<file path="src/rtl/dram_burst_ctrl.sv">
// Burst DRAM command sequencer: ACT / RD / WR / PRE with programmable timing and per-beat strobes.
// Define DRAM_OPEN_PAGE_EN to keep the row open between requests (open-page policy).
module dram_burst_ctrl #(
   parameter int DATA_W   = 32,
   parameter int ROW_W    = 11,
   parameter int COL_W    = 10,
   parameter int DRAM_A_W = 11,
   parameter int MAX_LEN  = 16,
   parameter int T_RCD    = 5,
   parameter int T_RP     = 5,
   parameter int T_CCD    = 2,
   parameter int T_WR     = 3
) (
   input  logic                         ACLK,
   input  logic                         ARESET,
   input  logic                         req_valid,
   output logic                         req_ready,
   input  logic                         req_write,
   input  logic [ROW_W+COL_W+1:0]       req_addr,
   input  logic [$clog2(MAX_LEN)-1:0]   req_len,
   input  logic [DATA_W-1:0]            wdata,
   input  logic [DATA_W/8-1:0]          wstrb,
   input  logic                         wvalid,
   output logic                         wready,
   output logic [DATA_W-1:0]            rdata,
   output logic                         rvalid,
   output logic                         rlast,
   input  logic                         rready,
   output logic                         wr_done,
   output logic                         idle,
   input  logic [DATA_W-1:0]            DRAM_Q,
   input  logic                         DRAM_valid,
   output logic                         DRAM_CSn,
   output logic [DATA_W/8-1:0]          DRAM_WEn,
   output logic                         DRAM_RASn,
   output logic                         DRAM_CASn,
   output logic [DRAM_A_W-1:0]          DRAM_A,
   output logic [DATA_W-1:0]            DRAM_D
);

   localparam int LEN_W = $clog2(MAX_LEN);
   localparam int T_M1  = (T_RCD > T_RP) ? T_RCD : T_RP;
   localparam int T_M2  = (T_CCD > T_WR) ? T_CCD : T_WR;
   localparam int T_MAX = (T_M1 > T_M2) ? T_M1 : T_M2;
   localparam int CNT_W = $clog2(T_MAX) + 1;

   typedef enum logic [3:0] {
      S_IDLE, S_PRE, S_ACT, S_RD_CMD, S_RD_WAIT, S_RD_HOLD,
      S_WR_CMD, S_WR_REC, S_CLOSE, S_CLOSE_WAIT
   } state_t;

`ifdef DRAM_OPEN_PAGE_EN
   localparam state_t S_END = S_IDLE;
`else
   localparam state_t S_END = S_CLOSE;
`endif

   state_t             r_state, w_state_next;
   logic               r_out_en;
   logic               r_write;
   logic [ROW_W-1:0]   r_row;
   logic [COL_W-1:0]   r_col;
   logic [LEN_W-1:0]   r_len, r_beat;
   logic [CNT_W-1:0]   r_wait;
   logic [DATA_W-1:0]  r_rdata;
   logic               r_rvalid, r_rlast;

   logic               w_accept, w_wait_done, w_last;
   logic               w_cmd_act, w_cmd_pre, w_cmd_rd, w_cmd_wr;
   logic [ROW_W-1:0]   w_req_row;
   logic [COL_W-1:0]   w_req_col;
   logic               w_unused_addr;

   assign w_req_row     = req_addr[ROW_W+COL_W+1:COL_W+2];
   assign w_req_col     = req_addr[COL_W+1:2];
   assign w_unused_addr = ^req_addr[1:0];
   assign w_accept      = (r_state == S_IDLE) && r_out_en && req_valid;
   assign w_wait_done   = (r_wait == '0);
   assign w_last        = (r_beat == r_len);

   assign rdata  = r_rdata;
   assign rvalid = r_rvalid;
   assign rlast  = r_rlast;

`ifdef DRAM_OPEN_PAGE_EN
   // r_row doubles as the open-row register; it is only overwritten on acceptance.
   logic r_row_open;
   logic w_row_hit;
   assign w_row_hit = r_row_open && (w_req_row == r_row);

   always_ff @(posedge ACLK or posedge ARESET) begin
      if (ARESET)         r_row_open <= 1'b0;
      else if (w_cmd_act) r_row_open <= 1'b1;
      else if (w_cmd_pre) r_row_open <= 1'b0;
   end
`endif

   always_ff @(posedge ACLK or posedge ARESET) begin
      if (ARESET) r_state <= S_IDLE;
      else        r_state <= w_state_next;
   end

   always_comb begin
      w_state_next = r_state;
      case (r_state)
         S_IDLE: begin
            if (w_accept) begin
`ifdef DRAM_OPEN_PAGE_EN
               if (!r_row_open)    w_state_next = S_ACT;
               else if (w_row_hit) w_state_next = req_write ? S_WR_CMD : S_RD_CMD;
               else                w_state_next = S_PRE;
`else
               w_state_next = S_ACT;
`endif
            end
         end
         S_PRE:        if (w_wait_done) w_state_next = S_ACT;
         S_ACT:        if (w_wait_done) w_state_next = r_write ? S_WR_CMD : S_RD_CMD;
         S_RD_CMD:     if (w_wait_done) w_state_next = S_RD_WAIT;
         S_RD_WAIT:    if (DRAM_valid)  w_state_next = S_RD_HOLD;
         S_RD_HOLD:    if (rready)      w_state_next = w_last ? S_END : S_RD_CMD;
         S_WR_CMD:     if (w_wait_done && wvalid && w_last) w_state_next = S_WR_REC;
         S_WR_REC:     if (w_wait_done) w_state_next = S_END;
         S_CLOSE:      if (w_wait_done) w_state_next = S_CLOSE_WAIT;
         S_CLOSE_WAIT: if (w_wait_done) w_state_next = S_IDLE;
         default:      w_state_next = S_IDLE;
      endcase
   end

   // Each command state fires its pin pattern in the first cycle its spacing counter reads zero.
   always_comb begin
      req_ready = 1'b0;
      wready    = 1'b0;
      wr_done   = 1'b0;
      idle      = 1'b0;
      DRAM_CSn  = 1'b0;
      DRAM_RASn = 1'b1;
      DRAM_CASn = 1'b1;
      DRAM_WEn  = '1;
      DRAM_A    = '0;
      DRAM_D    = '0;
      w_cmd_act = 1'b0;
      w_cmd_pre = 1'b0;
      w_cmd_rd  = 1'b0;
      w_cmd_wr  = 1'b0;
      case (r_state)
         S_IDLE: begin
            req_ready = r_out_en;
            idle      = 1'b1;
            DRAM_CSn  = 1'b1;
         end
         S_PRE, S_CLOSE: begin
            if (w_wait_done) begin
               w_cmd_pre = 1'b1;
               DRAM_RASn = 1'b0;
               DRAM_WEn  = '0;
            end
         end
         S_ACT: begin
            if (w_wait_done) begin
               w_cmd_act = 1'b1;
               DRAM_RASn = 1'b0;
               DRAM_A    = DRAM_A_W'(r_row);
            end
         end
         S_RD_CMD: begin
            if (w_wait_done) begin
               w_cmd_rd  = 1'b1;
               DRAM_CASn = 1'b0;
               DRAM_A    = DRAM_A_W'(r_col);
            end
         end
         S_WR_CMD: begin
            if (w_wait_done && wvalid) begin
               w_cmd_wr  = 1'b1;
               wready    = 1'b1;
               DRAM_CASn = 1'b0;
               DRAM_WEn  = ~wstrb;
               DRAM_A    = DRAM_A_W'(r_col);
               DRAM_D    = wdata;
            end
         end
         S_WR_REC: wr_done = w_wait_done;
         default: ;
      endcase
   end

   always_ff @(posedge ACLK or posedge ARESET) begin
      if (ARESET) begin
         r_out_en <= 1'b0;
         r_write  <= 1'b0;
         r_row    <= '0;
         r_col    <= '0;
         r_len    <= '0;
         r_beat   <= '0;
         r_wait   <= '0;
         r_rdata  <= '0;
         r_rvalid <= 1'b0;
         r_rlast  <= 1'b0;
      end else begin
         r_out_en <= 1'b1;
         if (!w_wait_done) r_wait <= r_wait - CNT_W'(1);
         if (w_accept) begin
            r_write <= req_write;
            r_row   <= w_req_row;
            r_col   <= w_req_col;
            r_len   <= req_len;
            r_beat  <= '0;
         end
         if (w_cmd_act) r_wait <= CNT_W'(T_RCD - 1);
         if (w_cmd_pre) r_wait <= CNT_W'(T_RP - 1);
         if (w_cmd_rd)  r_wait <= CNT_W'(T_CCD - 1);
         if (w_cmd_wr) begin
            r_wait <= w_last ? CNT_W'(T_WR - 1) : CNT_W'(T_CCD - 1);
            if (!w_last) begin
               r_beat <= r_beat + LEN_W'(1);
               r_col  <= r_col + COL_W'(1);
            end
         end
         if ((r_state == S_RD_WAIT) && DRAM_valid) begin
            r_rdata  <= DRAM_Q;
            r_rvalid <= 1'b1;
            r_rlast  <= w_last;
         end
         if ((r_state == S_RD_HOLD) && rready) begin
            r_rvalid <= 1'b0;
            r_rlast  <= 1'b0;
            if (!w_last) begin
               r_beat <= r_beat + LEN_W'(1);
               r_col  <= r_col + COL_W'(1);
            end
         end
      end
   end

endmodule
</file>
<file path="config.mk">
export PLATFORM = sky130hd
export DESIGN_NAME = dram_burst_ctrl
export DESIGN_NICKNAME = d
export VERILOG_FILES = /design/src/rtl/dram_burst_ctrl.sv
export SDC_FILE = /design/constraint.sdc
export NUM_CORES = 1
export LEC_CHECK = 0
export CORE_ASPECT_RATIO = 1.2
export CORE_MARGIN = 4
export CORE_UTILIZATION = 36
export DETAILED_ROUTE_END_ITERATION = 8
export PLACE_DENSITY = 0.75
export SYNTH_ARGS = -nofsm -noshare
export SYNTH_HDL_FRONTEND = slang
export SYNTH_SLANG_ARGS = --single-unit
</file>
<file path="constraint.sdc">
create_clock -name ACLK -period 2.2 [get_ports ACLK]
set_clock_uncertainty 0.15 [all_clocks]
set_input_delay 0.22 -clock ACLK [delete_from_list [all_inputs] [get_ports ACLK]]
set_output_delay 0.22 -clock ACLK [all_outputs]
set_load 0.01 [all_outputs]
</file>
==> results of run 1 <==
-- state kept, by name, indices dropped and copies added (netlist names), 4 cells and up --
signal and cells:
r_beat 4, r_col 10, r_len 4, r_row 11, r_state 4, r_wait 4, rdata 32
-- kinds of logic (layout without fill, tap and decap cells) --
group	Yosys count	after routing
AND/OR/NAND/NOR	158	158
buffers and inverters	32	290
XOR/XNOR	6	6
flip-flops	73	73
AO/OA/AOI/OAI	60	60
adder cells (fa/ha/maj)	3	3
multiplexers	41	41
other	1	1
-- worst max-delay path, stage by stage, from the launching register on --
cell	delay, ns
dfrtp_1	0.39
inv_2	0.09
ha_4	0.14
buf_6	0.10
nand2_4	0.05
nor4_2	0.21
buf_4	0.19
buf_6	0.12
buf_6	0.09
a22o_1	0.12
buf_2	0.13
-- final cells by class --
| class | instances | area share (%) |
|---|---|---|
| timing repair buffer | 266 | 36.5 |
| multi-input combinational | 269 | 29.8 |
| sequential | 73 | 26.2 |
| clock buffer | 12 | 3.68 |
| tap | 126 | 2.26 |
| clock inverter | 4 | 1.08 |
| inverter | 8 | 0.485 |
-- metrics by stage --
stage               setup TNS (ns)  instances  utilization [%]
floorplan                        0        374                -
global placement             -5.24        707             60.2
detailed placement          -12.56        707             60.2
CTS                          -3.59        751             66.0
global route                 -6.00        758             69.3
finish                       -2.54        758             69.3
-- placed cells by master, fill, tap and decap left out, types with 10 or more instances in the layout --
master / netlist / routed
a22o_1: 12 / 12
and2_1: 35 / 14
and2_4: 0 / 21
buf_2: 8 / 31
buf_4: 1 / 49
buf_6: 1 / 42
clkbuf_16: 0 / 10
clkdlybuf4s50_1: 0 / 133
dfrtp_1: 73 / 72
mux2_2: 35 / 33
nand2_1: 61 / 60
nor2_1: 17 / 16
-- metal layers --
layer / GRT usage [%] / wire length [um] / up-vias
met1: 22.4 / 4720 / 1902
met5: 0 / 0 / -
met3: 6.22 / 1290 / 23
met2: 37.9 / 7230 / 173
li1: - / - / 1818
met4: 5.90 / 244 / 0
-- power by group through the flow --
stage	Combinational [mW]	Clock [mW]	Sequential (mW)
3_3_place_gp	3.30	0	2.40
4_1_cts	3.83	1.63	2.44
5_1_grt	4.52	1.68	2.55
6_report	4.20	1.60	2.47
3_5_place_dp	3.42	0	2.44
2_1_floorplan	1.58	0	2.50
-- timing repair --
item	in CTS	in global routing
endpoints found under the setup margin	67	72
setup buffers	22	10
gates cloned	6	2
pin swaps	16	33
gates resized for setup	238	104
-- worst paths after layout --
check	start	to	slack [ns]	cells after the start
worst min register to register	r_row[2]	r_row[2]	0.33	2
worst min-delay path	ARESET	rdata[19]	0.15	2
worst max-delay path	r_wait[0]	DRAM_A[7]	-0.12	10
worst max register to register	r_state[3]	r_col[4]	-0.06	8
min in group ACLK	req_addr[18]	r_row[6]	0.27	3
max in group asynchronous	ARESET	r_wait[3]	1.21	3
==> impl_metrics.yaml, run 1 <==
die:
  placementRows: 40
  io_pins: 190
  core_um2: 10100
  die-width_um: 101
  die_area_um2: 12100
  start_util_pct: 37.2
  die_h_um: 120
min_path:
  hp-class: "in -> async"
timing:
  drv_slew: 0
  slew_headroom_pct: 61.7
  fin_crit_sh_pct: 106
  hold_viol_final: 0
  setup_violations: 44
  max_freq_mhz: 430
  worst_pin_slew_ns: 0.574
  rsz0062_at_grt: "yes"
  setup_ws_ns: -0.124
  whs_ns: 0.150
  period_needed_ns: 2.32
power:
  combPwrFrac_pct: 50.8
  internal-power_mw: 5.44
  peakVddDrop_mv: 0.776
  sw_frac_of_total_pct: 34.2
  p_sw_mw: 2.83
  power_mw: 8.26
  p_per_area_nw_per_um2: 1190
  clockPowerShare_pct: 19.3
  power.leakage_nw: 3.21
  seqPwrFrac_pct: 29.9
grt:
  grt_max_degree: 36
  grt-ovfl-total: 0
  track_usage_pct: 20.6
  grt_pass1_wl_mm: 20.0
  antenna_found_initial: 0
  grt_pass1_vias: 4042
synth:
  ys_top_cells_by_area: "dfrtp_1, mux2_2, nand2_1"
  synth_fa_ha_area_share_pct: 1.00
  ys_async_sr_fraction_pct: 100
  netlist-cell-type-count: 50
  yosys.area.top_type: "dfrtp_1"
  synth-edff-count: 0
  synth_top_area_share_pct: 48.8
  synth_compound_gate_area_share_pct: 11.3
  synthSimpleGateAreaFrac_pct: 21.3
  syn_avg_cell_area_um2: 10.0
  syn-num-nets: 479
  synthXorXnorAreaFrac_pct: 1.41
  synth-warning-count: 0
  ys_seq_elements: 73
  synth_top_family_by_area: "simple AND/OR/NAND/NOR gates"
  ys_seq_area_share_pct: 48.8
  syn_area_um2: 3740
  syn_inst: 374
  synthFlopType: "dfrtp_1"
  synth_commonest_cells: "dfrtp_1, nand2_1, and2_1, mux2_2, nor2_1"
  synth_mux_area_share_pct: 12.3
  synth_most_common_cell: "dfrtp_1"
cts:
  cts_max_path_buffers: 2
  clkLatencyLatePin_ns: 0.33
  clk_pin_slew_ns: 0.06
  postCtsHoldBufs: 0
  htree_levels: 3
  cts.sinks: 73
  numCtsBuffers: 9
  root_buffer: "clkbuf_16"
  cts_tree: "done"
routing:
  first_pass_iters: 5
  drc_errors: 0
  vias: 3916
  vias_per_cell: 5.17
  routed_wl_mm: 13.5
  wire_per_inst_um: 17.8
  drt_iter0_markers: 178
  ant_nets: 0
placement:
  globalplace.congestion: 0.875
  numPortBuffers: 187
  placedInstanceArea_um2: 6050
  dp_hpwl_mm: 8.94
  dp_slack_ns: -0.285
run:
  maxCapViolCount: 0
worst_setup_path:
  critical_path_class: "reg -> out"
  crit_path_end_kind: "output port"
  crit_fanout: 5
  crit_arrival_ns: 1.95
  crit_required_ns: 1.83
  cp-start-kind: "flip-flop"
finish:
  area_growth_pct: 86.4
  fillers: 741
  fin_nets: 732
  drive_gt1_share_pct: 38.8
  regArea_um2: 1830
  multiInputGateArea_um2: 2070
  stdcell_area_um2: 6970
  n_antenna_cell: 0
run_status:
  violations: "negative setup slack"
  status: "finished, violations left"
No activity file was read; power rests on OpenSTA's default activity.
==> run 2, diff against run 1 <==
--- a/config.mk
+++ b/config.mk
@@ -8,6 +8,7 @@
 export CORE_ASPECT_RATIO = 1.2
 export CORE_MARGIN = 4
 export CORE_UTILIZATION = 36
+export CTS_CLUSTER_SIZE = 10
 export DETAILED_ROUTE_END_ITERATION = 8
 export PLACE_DENSITY = 0.75
 export SYNTH_ARGS = -nofsm -noshare
==> results of run 2 <==
Final layout, timing and power as in run 1 (identical DEF).
==> run 3, diff against run 2 <==
--- a/config.mk
+++ b/config.mk
@@ -10,6 +10,7 @@
 export CORE_UTILIZATION = 36
 export CTS_CLUSTER_SIZE = 10
 export DETAILED_ROUTE_END_ITERATION = 8
+export GPL_TIMING_DRIVEN = 1
 export PLACE_DENSITY = 0.75
 export SYNTH_ARGS = -nofsm -noshare
 export SYNTH_HDL_FRONTEND = slang
==> results of run 3 <==
Final layout, timing and power as in run 1 (identical DEF).
